[src/rtl/float_pack.sv]
// rtl/float_pack.sv - float format, opcodes and arithmetic helpers for the float datapath
package float_pack;

    localparam int N_exposant = 8;
    localparam int N_mantisse = 23;
    localparam int FLOAT_W    = 1 + N_exposant + N_mantisse;
    localparam int EXP_MAX    = 2**N_exposant - 2;
    localparam int BIAS       = 2**(N_exposant-1) - 1;

    typedef struct packed {
        logic                  sign;
        logic [N_exposant-1:0] exp;
        logic [N_mantisse-1:0] mant;
    } float;

    typedef enum logic [1:0] {
        OP_MUL  = 2'b00,
        OP_ADD  = 2'b01,
        OP_SUB  = 2'b10,
        OP_RSVD = 2'b11
    } float_op_e;

    // No inf/NaN encodings: overflow clamps to the largest finite magnitude.
    function automatic float saturate(logic sign);
        float r;
        r.sign = sign;
        r.exp  = N_exposant'(EXP_MAX);
        r.mant = '1;
        return r;
    endfunction

    function automatic int lead_zeros(logic [N_mantisse:0] v);
        int n;
        n = N_mantisse + 1;
        for (int i = 0; i <= N_mantisse; i++) begin
            if (v[i]) n = N_mantisse - i;
        end
        return n;
    endfunction

    function automatic float float_mul(float a, float b);
        float r;
        logic [2*N_mantisse+1:0] p;
        int e;
        r = '0;
        p = {{(N_mantisse+1){1'b0}}, 1'b1, a.mant} * {{(N_mantisse+1){1'b0}}, 1'b1, b.mant};
        e = int'(a.exp) + int'(b.exp) - BIAS;
        if (p[2*N_mantisse+1]) begin
            e      = e + 1;
            r.mant = p[2*N_mantisse:N_mantisse+1];
        end else begin
            r.mant = p[2*N_mantisse-1:N_mantisse];
        end
        r.sign = a.sign ^ b.sign;
        r.exp  = e[N_exposant-1:0];
        if (a.exp == '0 || b.exp == '0 || e <= 0) r = '0;
        else if (e > EXP_MAX) r = saturate(a.sign ^ b.sign);
        return r;
    endfunction

    // Mantissas are truncated, not rounded; underflow flushes to zero.
    function automatic float float_addsub(float a, float b, logic sub);
        float y, big, sml, r;
        logic [N_mantisse:0]   mb, ms, d;
        logic [N_mantisse+1:0] s;
        int diff, e, lz;
        y      = b;
        y.sign = b.sign ^ sub;
        r      = '0;
        if ({a.exp, a.mant} >= {y.exp, y.mant}) begin
            big = a;
            sml = y;
        end else begin
            big = y;
            sml = a;
        end
        diff = int'(big.exp) - int'(sml.exp);
        mb   = {1'b1, big.mant};
        ms   = (diff > N_mantisse) ? '0 : ({1'b1, sml.mant} >> diff);
        e    = int'(big.exp);
        if (sml.exp == '0) begin
            r = big;
        end else if (big.sign == sml.sign) begin
            s = {1'b0, mb} + {1'b0, ms};
            if (s[N_mantisse+1]) begin
                e      = e + 1;
                r.mant = s[N_mantisse:1];
            end else begin
                r.mant = s[N_mantisse-1:0];
            end
            r.sign = big.sign;
            r.exp  = e[N_exposant-1:0];
            if (e > EXP_MAX) r = saturate(big.sign);
        end else begin
            d      = mb - ms;
            lz     = lead_zeros(d);
            d      = d << lz;
            e      = e - lz;
            r.sign = big.sign;
            r.exp  = e[N_exposant-1:0];
            r.mant = d[N_mantisse-1:0];
            if (mb == ms || e <= 0) r = '0;
        end
        return r;
    endfunction

    function automatic logic [1:0] float_flags(float f);
        return {(f.exp == N_exposant'(EXP_MAX)) && (&f.mant), f.exp == '0};
    endfunction

endpackage

[src/rtl/float_exec_unit.sv]
// rtl/float_exec_unit.sv - combinational opcode mux over the float_pack arithmetic
module float_exec_unit
    import float_pack::*;
(
    input  float_op_e op,
    input  float      a,
    input  float      b,
    output float      res
);

    always_comb begin
        res = '0;
        case (op)
            OP_MUL:  res = float_mul(a, b);
            OP_ADD:  res = float_addsub(a, b, 1'b0);
            OP_SUB:  res = float_addsub(a, b, 1'b1);
            default: res = '0;
        endcase
    end

endmodule

[src/rtl/float_op_sequencer.sv]
// rtl/float_op_sequencer.sv - single-issue command sequencer with modelled execute latency
module float_op_sequencer
    import float_pack::*;
#(
    parameter int LATENCY = 2,
    parameter int TAG_W   = 4
)
(
    input  logic               clk,
    input  logic               reset,
    input  logic               flush,
    input  logic               cmd_valid,
    output logic               cmd_ready,
    input  logic [1:0]         cmd_op,
    input  logic [FLOAT_W-1:0] cmd_a,
    input  logic [FLOAT_W-1:0] cmd_b,
    input  logic [TAG_W-1:0]   cmd_tag,
    output logic               res_valid,
    input  logic               res_ready,
    output logic [FLOAT_W-1:0] res_data,
    output logic [TAG_W-1:0]   res_tag,
    output logic               res_err,
    output logic               res_sat,
    output logic               res_zero,
    output logic               busy,
    output logic [15:0]        op_count
);

    localparam logic [1:0] S_IDLE = 2'd0;
    localparam logic [1:0] S_EXEC = 2'd1;
    localparam logic [1:0] S_DONE = 2'd2;

    logic [1:0] state;
    logic [3:0] cnt;
    float_op_e  op_q;
    float       a_q;
    float       b_q;
    float       exec_res;

    float_exec_unit u_exec (
        .op  (op_q),
        .a   (a_q),
        .b   (b_q),
        .res (exec_res)
    );

    assign cmd_ready = (state == S_IDLE);
    assign busy      = (state != S_IDLE);

    always_ff @(posedge clk or posedge reset) begin
        if (reset) begin
            state     <= S_IDLE;
            cnt       <= '0;
            op_q      <= OP_MUL;
            a_q       <= '0;
            b_q       <= '0;
            res_valid <= 1'b0;
            res_data  <= '0;
            res_tag   <= '0;
            res_err   <= 1'b0;
            res_sat   <= 1'b0;
            res_zero  <= 1'b0;
            op_count  <= '0;
        end else if (flush) begin
            state     <= S_IDLE;
            cnt       <= '0;
            res_valid <= 1'b0;
        end else begin
            case (state)
                S_IDLE: begin
                    if (cmd_valid) begin
                        op_q    <= float_op_e'(cmd_op);
                        a_q     <= cmd_a;
                        b_q     <= cmd_b;
                        res_tag <= cmd_tag;
                        // Reserved opcode skips execution and reports an error result.
                        if (cmd_op == OP_RSVD) begin
                            res_data  <= '0;
                            res_err   <= 1'b1;
                            res_sat   <= 1'b0;
                            res_zero  <= 1'b1;
                            res_valid <= 1'b1;
                            state     <= S_DONE;
                        end else begin
                            cnt   <= 4'(LATENCY - 1);
                            state <= S_EXEC;
                        end
                    end
                end
                S_EXEC: begin
                    if (cnt != '0) begin
                        cnt <= cnt - 4'd1;
                    end else begin
                        res_data              <= exec_res;
                        {res_sat, res_zero}   <= float_flags(exec_res);
                        res_err               <= 1'b0;
                        res_valid             <= 1'b1;
                        state                 <= S_DONE;
                    end
                end
                S_DONE: begin
                    if (res_ready) begin
                        op_count  <= op_count + 16'd1;
                        res_valid <= 1'b0;
                        state     <= S_IDLE;
                    end
                end
                default: state <= S_IDLE;
            endcase
        end
    end

endmodule

[config.mk]
export PLATFORM = sky130hd
export DESIGN_NAME = float_op_sequencer
export DESIGN_NICKNAME = d
export VERILOG_FILES = /design/src/rtl/float_pack.sv /design/src/rtl/float_exec_unit.sv /design/src/rtl/float_op_sequencer.sv
export SDC_FILE = /design/constraint.sdc
export NUM_CORES = 2
export LEC_CHECK = 0
export CORE_MARGIN = 2
export CORE_UTILIZATION = 55
export CTS_CLUSTER_SIZE = 30
export DETAILED_ROUTE_END_ITERATION = 8
export PLACE_DENSITY = 0.82
export RECOVER_POWER = 100
export SLEW_MARGIN = 20
export SYNTH_ARGS = -nofsm -noshare
export SYNTH_HDL_FRONTEND = slang
export SYNTH_SLANG_ARGS = --single-unit
export TNS_END_PERCENT = 10
[constraint.sdc]
create_clock -name clk -period 23.6 [get_ports clk]
set_input_delay 2.36 -clock clk [delete_from_list [all_inputs] [get_ports clk]]
set_output_delay 2.36 -clock clk [all_outputs]
set_load 0.02 [all_outputs]
# Word-level counts from Yosys, hierarchy flattened
# Cells that the tools add are included.
[totals]
output_inout_bits = 58
input_bits = 75
wordCells = 208
ff_bits = 128
[classes]
magnitude_cmp = 9
muxes = 117
add_sub_neg = 15
multipliers = 1
n_reduce_logical = 24
n_eq_ne = 19
shifts = 4
bitwise = 3
[op_table]
columns = ["op", "count"]
rows = [
  ["$mux W32", 34],
  ["$mux W5", 32],
  ["$gt A32 B9 Y1 const B", 3],
  ["$le A32 B1 Y1 const B", 3],
  ["$pmux W32 S3", 1],
  ["$mux W31", 3],
  ["$mux W4", 20],
  ["$mux W23", 3],
  ["$gt A32 B6 Y1 const B", 2],
  ["$pmux W32 S2", 1],
  ["$shl A24 B32 Y23", 2],
  ["$shr A24 B32 Y24", 2],
  ["$sub A9 B32 Y32", 2],
  ["$add A24 B24 Y25", 2],
  ["$eq A24 B24 Y1", 2],
  ["$mul A24 B24 Y48", 1],
  ["$mux W24", 2],
  ["$sub A24 B24 Y24", 2],
  ["$logic_not A8 Y1", 5],
  ["$add A32 B2 Y32 const B", 1],
  ["$sub A32 B8 Y32 const B", 1],
  ["$ge A31 B31 Y1", 1],
  ["$reduce_and A23 Y1", 1],
  ["$add A8 B1 Y9 const B", 2],
  ["other kinds (29)", 64],
]

# Logic depth before layout (Yosys ltp)
[depth]
word_depth = 45
mapped_depth = 66
ltp_nobuf = 54

# By module
# From an unflattened synthesis, not the netlist that was laid out.
[hier_totals]
cells_unflattened = 4122
area_unflattened_um2 = 34043.9
[modules_own_cells]
columns = ["module", "instances", "area_per_inst_um2", "cells_each"]
rows = [
  ["float_exec_unit", 1, 28802.6, 3691],
  ["float_op_sequencer", 1, 5241.3, 431],
]

# Least setup slack after synthesis
# No wires, ideal clock.
[synth_timing]
path_kind = "register to register"
from = "register a_q[0] (netlist bit)"
to = "register res_sat"
arrival_ns = 12.631
path_stages_with_launch = 64
setup_slack_ns = 10.902
synth_period_minus_slack_ns = 12.698
t_required_ns = 23.533
setup_time_ns = 0.067
cell_sequence = "dfrtp_1 > clkbuf_1 > clkinv_1 > clkbuf_1 > ha_1 > nand3_1 > nor2_1 > a32oi_2 > and3_1 > buf_4 > nand2_4 > clkbuf_1 > clkbuf_1 > clkbuf_1 > buf_1 > nor2_1 > nor2_1 > ha_1 > (+28 left out) > a21oi_1 > o21ai_0 > nand2b_1 > nor3_1 > ha_1 > nand3_1 > nor4_1 > a31oi_1 > nand2_1 > clkbuf_1 > nor2_1 > a41oi_1 > a211oi_1 > o21ai_1 > a311oi_1 > o21ai_0 > nor4_1 > a32o_1"
[synth_between]
elab_chain_cells = 45
elab_cells_between_ends = 126
cone_classes = "add/sub (10); mul (1); order compare (9); eq/ne (5); shift (4); mux (90); reduce/logical (7)"
[synth_lines]
columns = ["element", "line", "text"]
rows = [
  ["start: declaration", "float_op_sequencer.sv:36", "float a_q;"],
  ["start signal: assignment", "float_op_sequencer.sv:73", "a_q <= cmd_a;"],
  ["$ge A31 B31 Y1", "float_pack.sv:70", "if ({a.exp, a.mant} >= {y.exp, y.mant}) begin"],
  ["$mux W32", "float_pack.sv:70", ""],
  ["$mux W32", "float_exec_unit.sv:13", "case (op)"],
  ["$sub A8 B8 Y9", "float_pack.sv:77", "diff = int'(big.exp) - int'(sml.exp);"],
  ["$gt A32 B6 Y1 or $shr A24 B32 Y24 (tied branches)", "float_pack.sv:79", "ms = (diff > N_mantisse) ? '0 : ({1'b1, sml.mant} >> diff);"],
  ["$mux W24", "float_pack.sv:79", ""],
  ["$sub A24 B24 Y24", "float_pack.sv:95", "d = mb - ms;"],
  ["$mux W4 (8 in a row)", "float_pack.sv:36", "if (v[i]) n = N_mantisse - i;"],
  ["(+22 left out)", "-", ""],
  ["$mux W32", "float_pack.sv:102", "if (mb == ms || e <= 0) r = '0;"],
  ["$mux W32", "float_pack.sv:83", "end else if (big.sign == sml.sign) begin"],
  ["$mux W32", "float_pack.sv:81", "if (sml.exp == '0) begin"],
  ["$pmux W32 S3 *", "float_exec_unit.sv:13", ""],
  ["$reduce_and A23 Y1 or $eq A8 B8 Y1 (tied branches)", "float_pack.sv:108", "return {(f.exp == N_exposant'(EXP_MAX)) && (&f.mant), f.exp == '0};"],
  ["$logic_and A1 B1 Y1 *", "float_pack.sv:108", ""],
  ["$mux W1 *", "float_op_sequencer.sv:91", "if (cnt != '0) begin"],
  ["$pmux W1 S2 *", "float_op_sequencer.sv:69", "case (state)"],
  ["end signal: assignment", "float_op_sequencer.sv:95", "{res_sat, res_zero} <= float_flags(exec_res);"],
  ["end: declaration", "float_op_sequencer.sv:23", "output logic res_sat,"],
]
# Mark *: on every way between the ends. The rest lies on a longest branch, timed or not. The select of a mux whose other input is x is not followed.
# A chain may end at the register's enable or synchronous reset.

# Worst setup path in the final report
[layout_timing]
from = "register b_q[20] (netlist bit)"
to = "register res_sat"
[layout_between]
elab_chain_cells = 45
elab_cells_between_ends = 126
cone_classes = "add/sub (10); mul (1); order compare (9); eq/ne (5); shift (4); mux (90); reduce/logical (7)"
[layout_lines]
columns = ["element", "line", "text"]
rows = [
  ["start: declaration", "float_op_sequencer.sv:37", "float b_q;"],
  ["start signal: assignment", "float_op_sequencer.sv:74", "b_q <= cmd_b;"],
  ["$ge A31 B31 Y1", "float_pack.sv:70", ""],
  ["$mux W32", "float_pack.sv:70", ""],
  ["$mux W32", "float_exec_unit.sv:13", ""],
  ["$sub A8 B8 Y9", "float_pack.sv:77", ""],
  ["$gt A32 B6 Y1 or $shr A24 B32 Y24 (tied branches)", "float_pack.sv:79", ""],
  ["$mux W24", "float_pack.sv:79", ""],
  ["$sub A24 B24 Y24", "float_pack.sv:95", ""],
  ["$mux W4 (8 in a row)", "float_pack.sv:36", ""],
  ["(+22 left out)", "-", ""],
  ["$mux W32", "float_pack.sv:102", ""],
  ["$mux W32", "float_pack.sv:83", ""],
  ["$mux W32", "float_pack.sv:81", ""],
  ["$pmux W32 S3 *", "float_exec_unit.sv:13", ""],
  ["$reduce_and A23 Y1 or $eq A8 B8 Y1 (tied branches)", "float_pack.sv:108", ""],
  ["$logic_and A1 B1 Y1 *", "float_pack.sv:108", ""],
  ["$mux W1 *", "float_op_sequencer.sv:91", ""],
  ["$pmux W1 S2 *", "float_op_sequencer.sv:69", ""],
]
# Marks and branches as above.

==> results.toml <==
[status]
status = "finished with violations"
violations = "max-capacitance violations, max-slew violations"

[global_route]
grt_pass1_vias = 32700
antenna_found_initial = 1
grt_overflow = 0
grt_pass1_wl_um = 197000
grt_usage_pct = 40.4
grt_max_degree = 73

[finish]
drive_gt1_share_pct = 5.80
post-route-cell-area_sq_mm = 0.0372
syn_to_final_growth_pct = 7.68
fin_nets = 5085
n_antenna_cell = 0

[routing]
drtAntennaViolNets = 0
vias_per_cell = 6.38
drt-wirelength-per-cell_um = 25.2
routed_wl_um = 128000
drtIter0Drc = 3636
drtPass1Iterations = 7
drc = 0
vias = 32400

[sta]
period_minus_slack_ps = 18910
period_share_pct = 80.1
finalSetupTns_ps = 0
setup_viol_count_final = 0
finClkSkew_ps = 16.0
drv_slew = 306
hold_viol = 0
rsz0062_at_grt = "false"
worst_slew_pin_slew_ps = 3870
max_slew_margin_pct = -158
fmax_ghz = 0.0529
holdWs_ps = 467

[worst_setup_path]
worst_ep_required_time_ps = 24010
worst_setup_path_start_kind = "flop"
crit_path_max_incr_delay_ps = 1700
endpoint_kind = "flop"
reg2reg_slack_ps = 4690
path_max_fanout = 72
arrival_ps = 19320
cp_slowest_cell = "nand2_1"
critPathKind = "reg -> reg"

[floorplan]
dieArea_sq_mm = 0.0649
initial_core_util_pct = 55.8
core_area_sq_mm = 0.0619
dieHeight_um = 255
row_count = 91
fp.dieW_um = 255
io_pins = 133

[hold_path]
hold_path.class = "reg -> reg"

[clocking]
clock_tree.htree_level_count = 4
post_cts_resized = 0
path_clk_slew_ps = 70
cts_buffer_depth = 2
postCtsSetupBuffers = 0
cts_tree = "yes"
clock_latency_ps = 490
cts_made_buffers = 17
postCtsHoldBufs = 0
cts_root_buffer = "clkbuf_16"
cts.sinks = 128

[yosys]
async_reset_ff_share_pct = 100
syn_inst = 4220
ys_warn_count = 0
synth_area_sq_mm = 0.0346
synthSimpleGateAreaFrac_pct = 19.6
yosysSeqAreaShare_pct = 9.26
synth_top_family_by_area = "adder cells"
synth_fa_ha_area_share_pct = 38.7
synthesis.nets = 5073
synth_xor_area_share_pct = 2.87
synth_compound_area_share_pct = 16.0
yosys_most_used_dff = "dfrtp_1"
ys_types = 101
synth_area_per_cell_sq_um = 8.20
synthMuxAreaShare_pct = 4.47
synth_top_cell_area_share_pct = 28.1
ys_seq_elements = 128
yosysTopAreaCell = "fa_1"
synth_edf_count = 0
synthTopCellsByArea = "fa_1 28%, ha_1 11%, dfrtp_1 9.3%, inv_1 6.4%, nand2_1 6.0%"

[placement]
hpwlAfterDp_um = 99400
dpl-instance-area_sq_mm = 0.0368
gp_congestion = 1.07
io_buffers = 132

[flow_run]
drv_cap = 5
-- path summary, 6_finish.rpt --
path / start / to / depth (start not counted)
setup reg to reg: b_q[20]$_DFFE_PP0P_ / res_sat$_DFFE_PP0P_ / 53
setup / recovery: b_q[20]$_DFFE_PP0P_ / res_sat$_DFFE_PP0P_ / 53
hold reg to reg: op_count[15]$_DFFE_PP0P_ / op_count[15]$_DFFE_PP0P_ / 1
min in group asynchronous: reset / res_tag[0]$_DFFE_PP0P_ / 2
max in group asynchronous: reset / res_data[13]$_DFFE_PP0P_ / 3
hold / removal: op_count[15]$_DFFE_PP0P_ / op_count[15]$_DFFE_PP0P_ / 1
-- layout by cell type (no fill, tap or decap), types with 78 or more instances in the layout --
cell / synthesis / final
mux2_2: 78 / 78
and2_1: 206 / 202
dfrtp_1: 128 / 128
fa_1: 485 / 485
ha_1: 293 / 293
nor2_1: 270 / 271
o21ai_0: 130 / 129
buf_4: 1 / 84
a21oi_1: 214 / 214
nand2_1: 556 / 557
inv_1: 590 / 590
-- critical path, delay by kind of cell, from the launching register on --
| family | cells | cell delay (ps) |
|---|---|---|
| AO/OA/AOI/OAI | 21 | 7110 |
| flip-flops | 1 | 910 |
| adder cells (fa/ha/maj) | 5 | 1560 |
| buffers and inverters | 4 | 1920 |
| AND/OR/NAND/NOR | 23 | 7290 |
-- flip-flops by register name (all words and copies together) (netlist names), 2 cells and up --
name      count
a_q          32
b_q          32
cnt           4
op_count     16
op_q          2
res_data     32
res_tag       4
state         2
-- metrics by stage --
stage / instances / worst slack (ps) / utilization, %
6_report: 5081 / 4690 / 60.1
4_1_cts: 5080 / 8200 / 60.2
2_1_floorplan: 4220 / 10900 / -
3_3_place_gp: 5048 / 8780 / 59.4
3_5_place_dp: 5049 / 8290 / 59.4
5_1_grt: 5081 / 3530 / 60.1
-- Yosys cell counts (33+ instances only) --
master	count
inv_1	590
nand2_1	556
fa_1	485
ha_1	293
nor2_1	270
a21oi_1	214
and2_1	206
clkbuf_1	181
o21ai_0	130
dfrtp_1	128
mux2_2	78
xnor2_1	78
nand3_1	77
nor3_1	66
mux2i_1	61
a31oi_1	43
a211oi_1	40
nand2b_1	40
o211ai_1	39
nor2b_1	34
and3_1	33
nand4_1	33
-- layer usage --
| metal | GRT usage, % | routed length (um) |
|---|---|---|
| met1 | 52.6 | 49100 |
| met3 | 9.61 | 13400 |
| met5 | 0 | 15 |
| met2 | 61.4 | 56200 |
| met4 | 23.9 | 9190 |
-- cells by family after synthesis --
logic type               Yosys count
AO/OA/AOI/OAI                    811
XOR/XNOR                         109
AND/OR/NAND/NOR                 1423
adder cells (fa/ha/maj)          778
multiplexers                     142
buffers and inverters            829
flip-flops                       128
-- final cells by class --
type	instances	area [sq um]
inverters	601	2260
multi-input cells	3263	28200
clock inverters	13	91.3
clock buffers	18	439
well taps	837	1050
repair buffers	221	1970
fillers	5526	24700
flip-flops and latches	128	3200
Power is left out: the tool's default activity adds up to more than one toggle a clock period on the data nets, which glitch-free logic cannot reach.
